File: src/rtl/audio_pkg.sv
// Shared types and constants for the audio sample-slot scheduler.
// Holds the FSM encoding, source indices and default clock/sample rates.
package audio_pkg;

    localparam int unsigned DEF_CLK_HZ    = 100_000_000;
    localparam int unsigned DEF_SAMPLE_HZ = 20_000;

    localparam logic [1:0] SRC_TONE   = 2'd0;
    localparam logic [1:0] SRC_MIC    = 2'd1;
    localparam logic [1:0] SRC_PLAYER = 2'd2;
    localparam logic [1:0] SRC_TEST   = 2'd3;

    typedef enum logic {
        ST_IDLE  = 1'b0,
        ST_GRANT = 1'b1
    } sched_state_t;

    function automatic logic [1:0] onehot_idx(input logic [3:0] oh);
        logic [1:0] idx;
        idx = SRC_TONE;
        if (oh[1]) idx = SRC_MIC;
        if (oh[2]) idx = SRC_PLAYER;
        if (oh[3]) idx = SRC_TEST;
        return idx;
    endfunction

endpackage

File: src/rtl/rr_pick4.sv
// Round-robin picker: first requester after last_winner in order 0->1->2->3->0.
// Latency: combinational. Backpressure: none, one-hot winner or zero when no request.
module rr_pick4 (
    input  logic [3:0] req,
    input  logic [1:0] last_winner,
    output logic [3:0] winner
);

    always_comb begin
        logic [1:0] idx;
        logic       found;
        winner = '0;
        found  = 1'b0;
        idx    = '0;
        for (int i = 1; i <= 4; i++) begin
            idx = last_winner + 2'(i);
            if (!found && req[idx]) begin
                winner[idx] = 1'b1;
                found       = 1'b1;
            end
        end
    end

endmodule

File: src/rtl/sample_sched.sv
// Sample-rate divider plus round-robin slot grant; miss counter under SAMPLE_SCHED_MISS_CNT_EN.
// Latency: gnt valid one cycle after sample_tick, cleared one cycle after ack/timeout/en drop.
// Backpressure: a grant is held until ack of the granted bit or TIMEOUT cycles, whichever first.
module sample_sched
    import audio_pkg::*;
#(
    parameter int unsigned CLK_HZ    = DEF_CLK_HZ,
    parameter int unsigned SAMPLE_HZ = DEF_SAMPLE_HZ,
    parameter int unsigned TIMEOUT   = 1000
) (
    input  logic       clk,
    input  logic       rst_n,
    input  logic       en,
    input  logic [3:0] req,
    input  logic [3:0] ack,
    output logic       clk20k,
    output logic       sample_tick,
    output logic [3:0] gnt,
    output logic [7:0] miss_cnt
);

    localparam int unsigned DIV = CLK_HZ / SAMPLE_HZ;
    localparam int unsigned CW  = $clog2(DIV);
    localparam int unsigned HW  = $clog2(TIMEOUT + 1);

    logic [CW-1:0] phase;
    sched_state_t  state;
    logic [1:0]    last_winner;
    logic [HW-1:0] hold;
    logic [3:0]    pick;
    logic          ack_hit;
    logic          timeout_hit;

    always_ff @(posedge clk or negedge rst_n) begin
        if (!rst_n) begin
            phase  <= '0;
            clk20k <= 1'b0;
        end else begin
            clk20k <= (phase >= CW'(DIV / 2));
            if (!en || phase == CW'(DIV - 1))
                phase <= '0;
            else
                phase <= phase + CW'(1);
        end
    end

    assign sample_tick = en && (phase == CW'(DIV - 1));

    rr_pick4 u_pick (
        .req         (req),
        .last_winner (last_winner),
        .winner      (pick)
    );

    // ack wins over a coinciding timeout, so the miss is only taken when no ack landed
    assign ack_hit     = |(ack & gnt);
    assign timeout_hit = (state == ST_GRANT) && en && !ack_hit && (hold == HW'(TIMEOUT));

    always_ff @(posedge clk or negedge rst_n) begin
        if (!rst_n) begin
            state       <= ST_IDLE;
            gnt         <= '0;
            last_winner <= SRC_TEST;
            hold        <= '0;
        end else begin
            case (state)
                ST_IDLE: begin
                    if (sample_tick && |req) begin
                        state <= ST_GRANT;
                        gnt   <= pick;
                        hold  <= HW'(1);
                    end
                end
                ST_GRANT: begin
                    if (ack_hit || timeout_hit) begin
                        state       <= ST_IDLE;
                        gnt         <= '0;
                        last_winner <= onehot_idx(gnt);
                    end else if (!en) begin
                        state <= ST_IDLE;
                        gnt   <= '0;
                    end else begin
                        hold <= hold + HW'(1);
                    end
                end
            endcase
        end
    end

`ifdef SAMPLE_SCHED_MISS_CNT_EN
    always_ff @(posedge clk or negedge rst_n) begin
        if (!rst_n)
            miss_cnt <= '0;
        else if (timeout_hit && miss_cnt != 8'hFF)
            miss_cnt <= miss_cnt + 8'd1;
    end
`else
    assign miss_cnt = '0;
`endif

endmodule

File: config.mk
export PLATFORM = sky130hd
export DESIGN_NAME = sample_sched
export DESIGN_NICKNAME = d
export VERILOG_FILES = /design/src/rtl/audio_pkg.sv /design/src/rtl/rr_pick4.sv /design/src/rtl/sample_sched.sv
export SDC_FILE = /design/constraint.sdc
export NUM_CORES = 1
export LEC_CHECK = 0
export CAP_MARGIN = 20
export CORE_MARGIN = 5
export CORE_UTILIZATION = 55
export DETAILED_ROUTE_END_ITERATION = 16
export PLACE_DENSITY = 0.79
export REMOVE_ABC_BUFFERS = 1
export SYNTH_ARGS = -nofsm -noshare
export SYNTH_HDL_FRONTEND = slang
export SYNTH_HIERARCHICAL = 1
export SYNTH_SLANG_ARGS = --single-unit
File: constraint.sdc
create_clock -name clk -period 3.14 [get_ports clk]
set_input_delay 0.314 -clock clk [delete_from_list [all_inputs] [get_ports clk]]
set_output_delay 0.314 -clock clk [all_outputs]
set_load 0.02 [all_outputs]
==> results.md <==
* Outcome: completed
* Cts bufs inserted at 5
* Dominant cells by area after synthesis: dfrtp_1 36%, ha_1 7.4%, nor2_1 3.7%
* First-pass GRT wire length at 7.31 mm
* Post-synthesis cell area at 0.00202 mm^2
* Core ar. at 0.00361 mm^2
* DR vias/cell at 5.72
* Grt met3 use at 0.0440
* Final Setup Violations at 0
* Pwr/cell area at 411 mW/mm^2
* CP arrival at 2.35 ns
* Slew Viols, Final at 0
* Initial antenna violation count at 0
* Post-DP HPWL at 2.90 mm
* Row cnt at 22
* Max Cap Viol at 0
* Post-layout nets at 248
* Htree depth at 2
* Fin util at 0.636
* Met1 usage at 0.241
* Postcts setup bufs at 0
* Fillcell total at 311
* Final Skew at 0.00929 ns
* Share of cells above drive strength 1 at 0.106
* Most common flop cell mapped by yosys: dfrtp_1
* Post-synthesis sequential area ratio at 0.385
* Most common cell in the netlist: dfrtp_1
* VDD IR-drop max at 0.250 mV
* Crit-path max FO at 5
* Total GRT Usage at 0.182
* # IOs at 25
* Starting density of the core at 0.561
* Share of the synthesized area in the top cell type at 0.359
* Final Hold Vio Count at 0
* Static leakage at 1.05 nW
* TNS Setup at 0 ns
* Post-layout minimum cycle time at 2.67 ns
* Die height at 70.6 um
* #FFs+latches synth at 31
* GR Util met2 at 0.284
* Worst setup SP type: register
* Worst Path Required at 2.83 ns
* Final wirelength at 4.07 mm
* DR WL/cell at 14.9 um
* Worst Setup End Kind: output pin
* DRC viols at 0
* Area grow syn2layout at 13.4%
* Vias in the first global route at 1565
* CP Class: reg -> out
* Synth Instances at 206
* Largest net degree at the start of global routing at 32
* Synth cell types at 46
* Clock root cell: clkbuf_8
* Clock Path Buffers at 2
* Final Cycle Share at 0.849
* Total grt overflow at 0
* CTS Sinks at 31
* Number of enable flip-flop cells after synthesis at 0
* Power after layout at 0.000942 W
* Hold crit path type: in -> async
* Slew HR at 0.590
* Routed Antenna Nets at 0
* YS warnings at 6
* CTS tree: built
* Die Wd at 70.6 um
* Post-synth ARST share at 1.00
* Via count at 1568
* Fmax at 375 MHz
* CTS hold repair buffers at 0
* RSZ-0062 raised after global routing: false
* Grt peak-use layer: met2
* Area leader, netlist: dfrtp_1
* # port buffers at 16
* Worst skew pair latency at 0.28 ns
* 1st-pass router iterations at 4
* DRT iter0 DRCs at 91
* Routability Congestion at 0.865
* Diodes inserted at 0
* CTS resizes at 0
* Reg clk slew, reported paths at 0.07 ns
* Least-Margin Pin Slew at 0.606 ns
* Total die area at 0.00499 mm^2
* Syn_area_per_cell at 9.82 um^2
* Most instantiated cells after synthesis: 29 x dfrtp_1, 20 x nor2_1, 15 x nand2_1, 13 x inv_1, 12 x ha_1
[through the flow]
step / hold slack (ns) / setup WS [ns] / cells / area, um^2
2_1_floorplan: 0.0184 / 0.835 / 201 / 1960
3_3_place_gp: 0.498 / 0.756 / 266 / 2190
3_5_place_dp: 0.489 / 0.662 / 266 / 2190
4_1_cts: 0.463 / 0.447 / 274 / 2290
5_1_grt: 0.494 / 0.355 / 274 / 2290
6_report: 0.438 / 0.473 / 274 / 2290
[power by group]
group          switching (W)  internal [W]  leakage, nW
clock               0.000146      0.000200       0.0515
combinational      0.0000873     0.0000716        0.583
sequential         0.0000217      0.000415        0.418
[worst max-delay path, cell delays in order (launching register included)]
cell and delay (ns):
dfrtp_1 0.41, or3_1 0.41, or4_4 0.54, nor2_1 0.11, clkdlybuf4s50_1 0.61
[worst paths after layout]
check	startpoint	endpoint	slack, ns	cells after the start
max in group asynchronous	rst_n	last_winner[0]$_DFFE_PN1P_	2.37	2
min	rst_n	hold[8]$_DFFE_PN0P_	0.44	2
max	phase[5]$_DFF_PN0_	sample_tick	0.47	4
min reg2reg	phase[0]$_DFF_PN0_	phase[0]$_DFF_PN0_	0.50	1
min in group clk	phase[0]$_DFF_PN0_	phase[0]$_DFF_PN0_	0.50	1
max reg2reg	last_winner[0]$_DFFE_PN1P_	gnt[1]$_DFFE_PN0P_	0.65	7
[layer usage]
layer,vias to the layer above,wire (um),share of wire
li1,764,-,-
met1,759,1910,0.47
met2,38,1860,0.46
met3,7,230,0.056
met4,0,74,0.018
met5,-,0,0
[cell families (layout without fill, tap and decap cells)]
| group | count (synthesis) | after routing | share of synthesized area |
|---|---|---|---|
| muxes | 5 | 5 | 0.0532 |
| buffers and inverters | 25 | 38 | 0.0656 |
| other | 1 | 8 | 0.00185 |
| and+or+nand+nor | 84 | 84 | 0.243 |
| AOI/OAI and AO/OA | 37 | 37 | 0.130 |
| xor gates and xnor gates | 11 | 11 | 0.0476 |
| DFF | 31 | 31 | 0.385 |
| adders and majority gates | 12 | 12 | 0.0743 |
[layout by cell type (no fill, tap or decap), types with 3 or more instances in the layout]
cell type	count
a211o_1	5
nor3_1	4
clkdlybuf4s50_1	16
inv_1	13
a21oi_1	11
clkbuf_8	7
nor2_1	20
dfrtp_1	29
xnor2_1	4
and4_1	3
nand3_1	8
nor3b_1	4
o211ai_1	4
conb_1	8
nor4b_1	4
nand4_1	4
o21ai_0	5
a22o_2	5
nand2_1	15
xor2_1	7
ha_1	12
and3_1	9
[cell type report]
class,count,area [um^2],share of cell area
clock buffer,8,100,0.0437
tap,48,60.1,0.0262
inverter,13,48.8,0.0213
timing repair buffer,17,168,0.0731
multi-input combinational,157,1140,0.496
sequential,31,778,0.340
[registers in the layout (all words and copies together) (netlist names)]
signal / flops
phase: 13
hold: 10
gnt: 4
last_winner: 2
clk20k: 1
state: 1
Power figures use the tool's default switching activity.
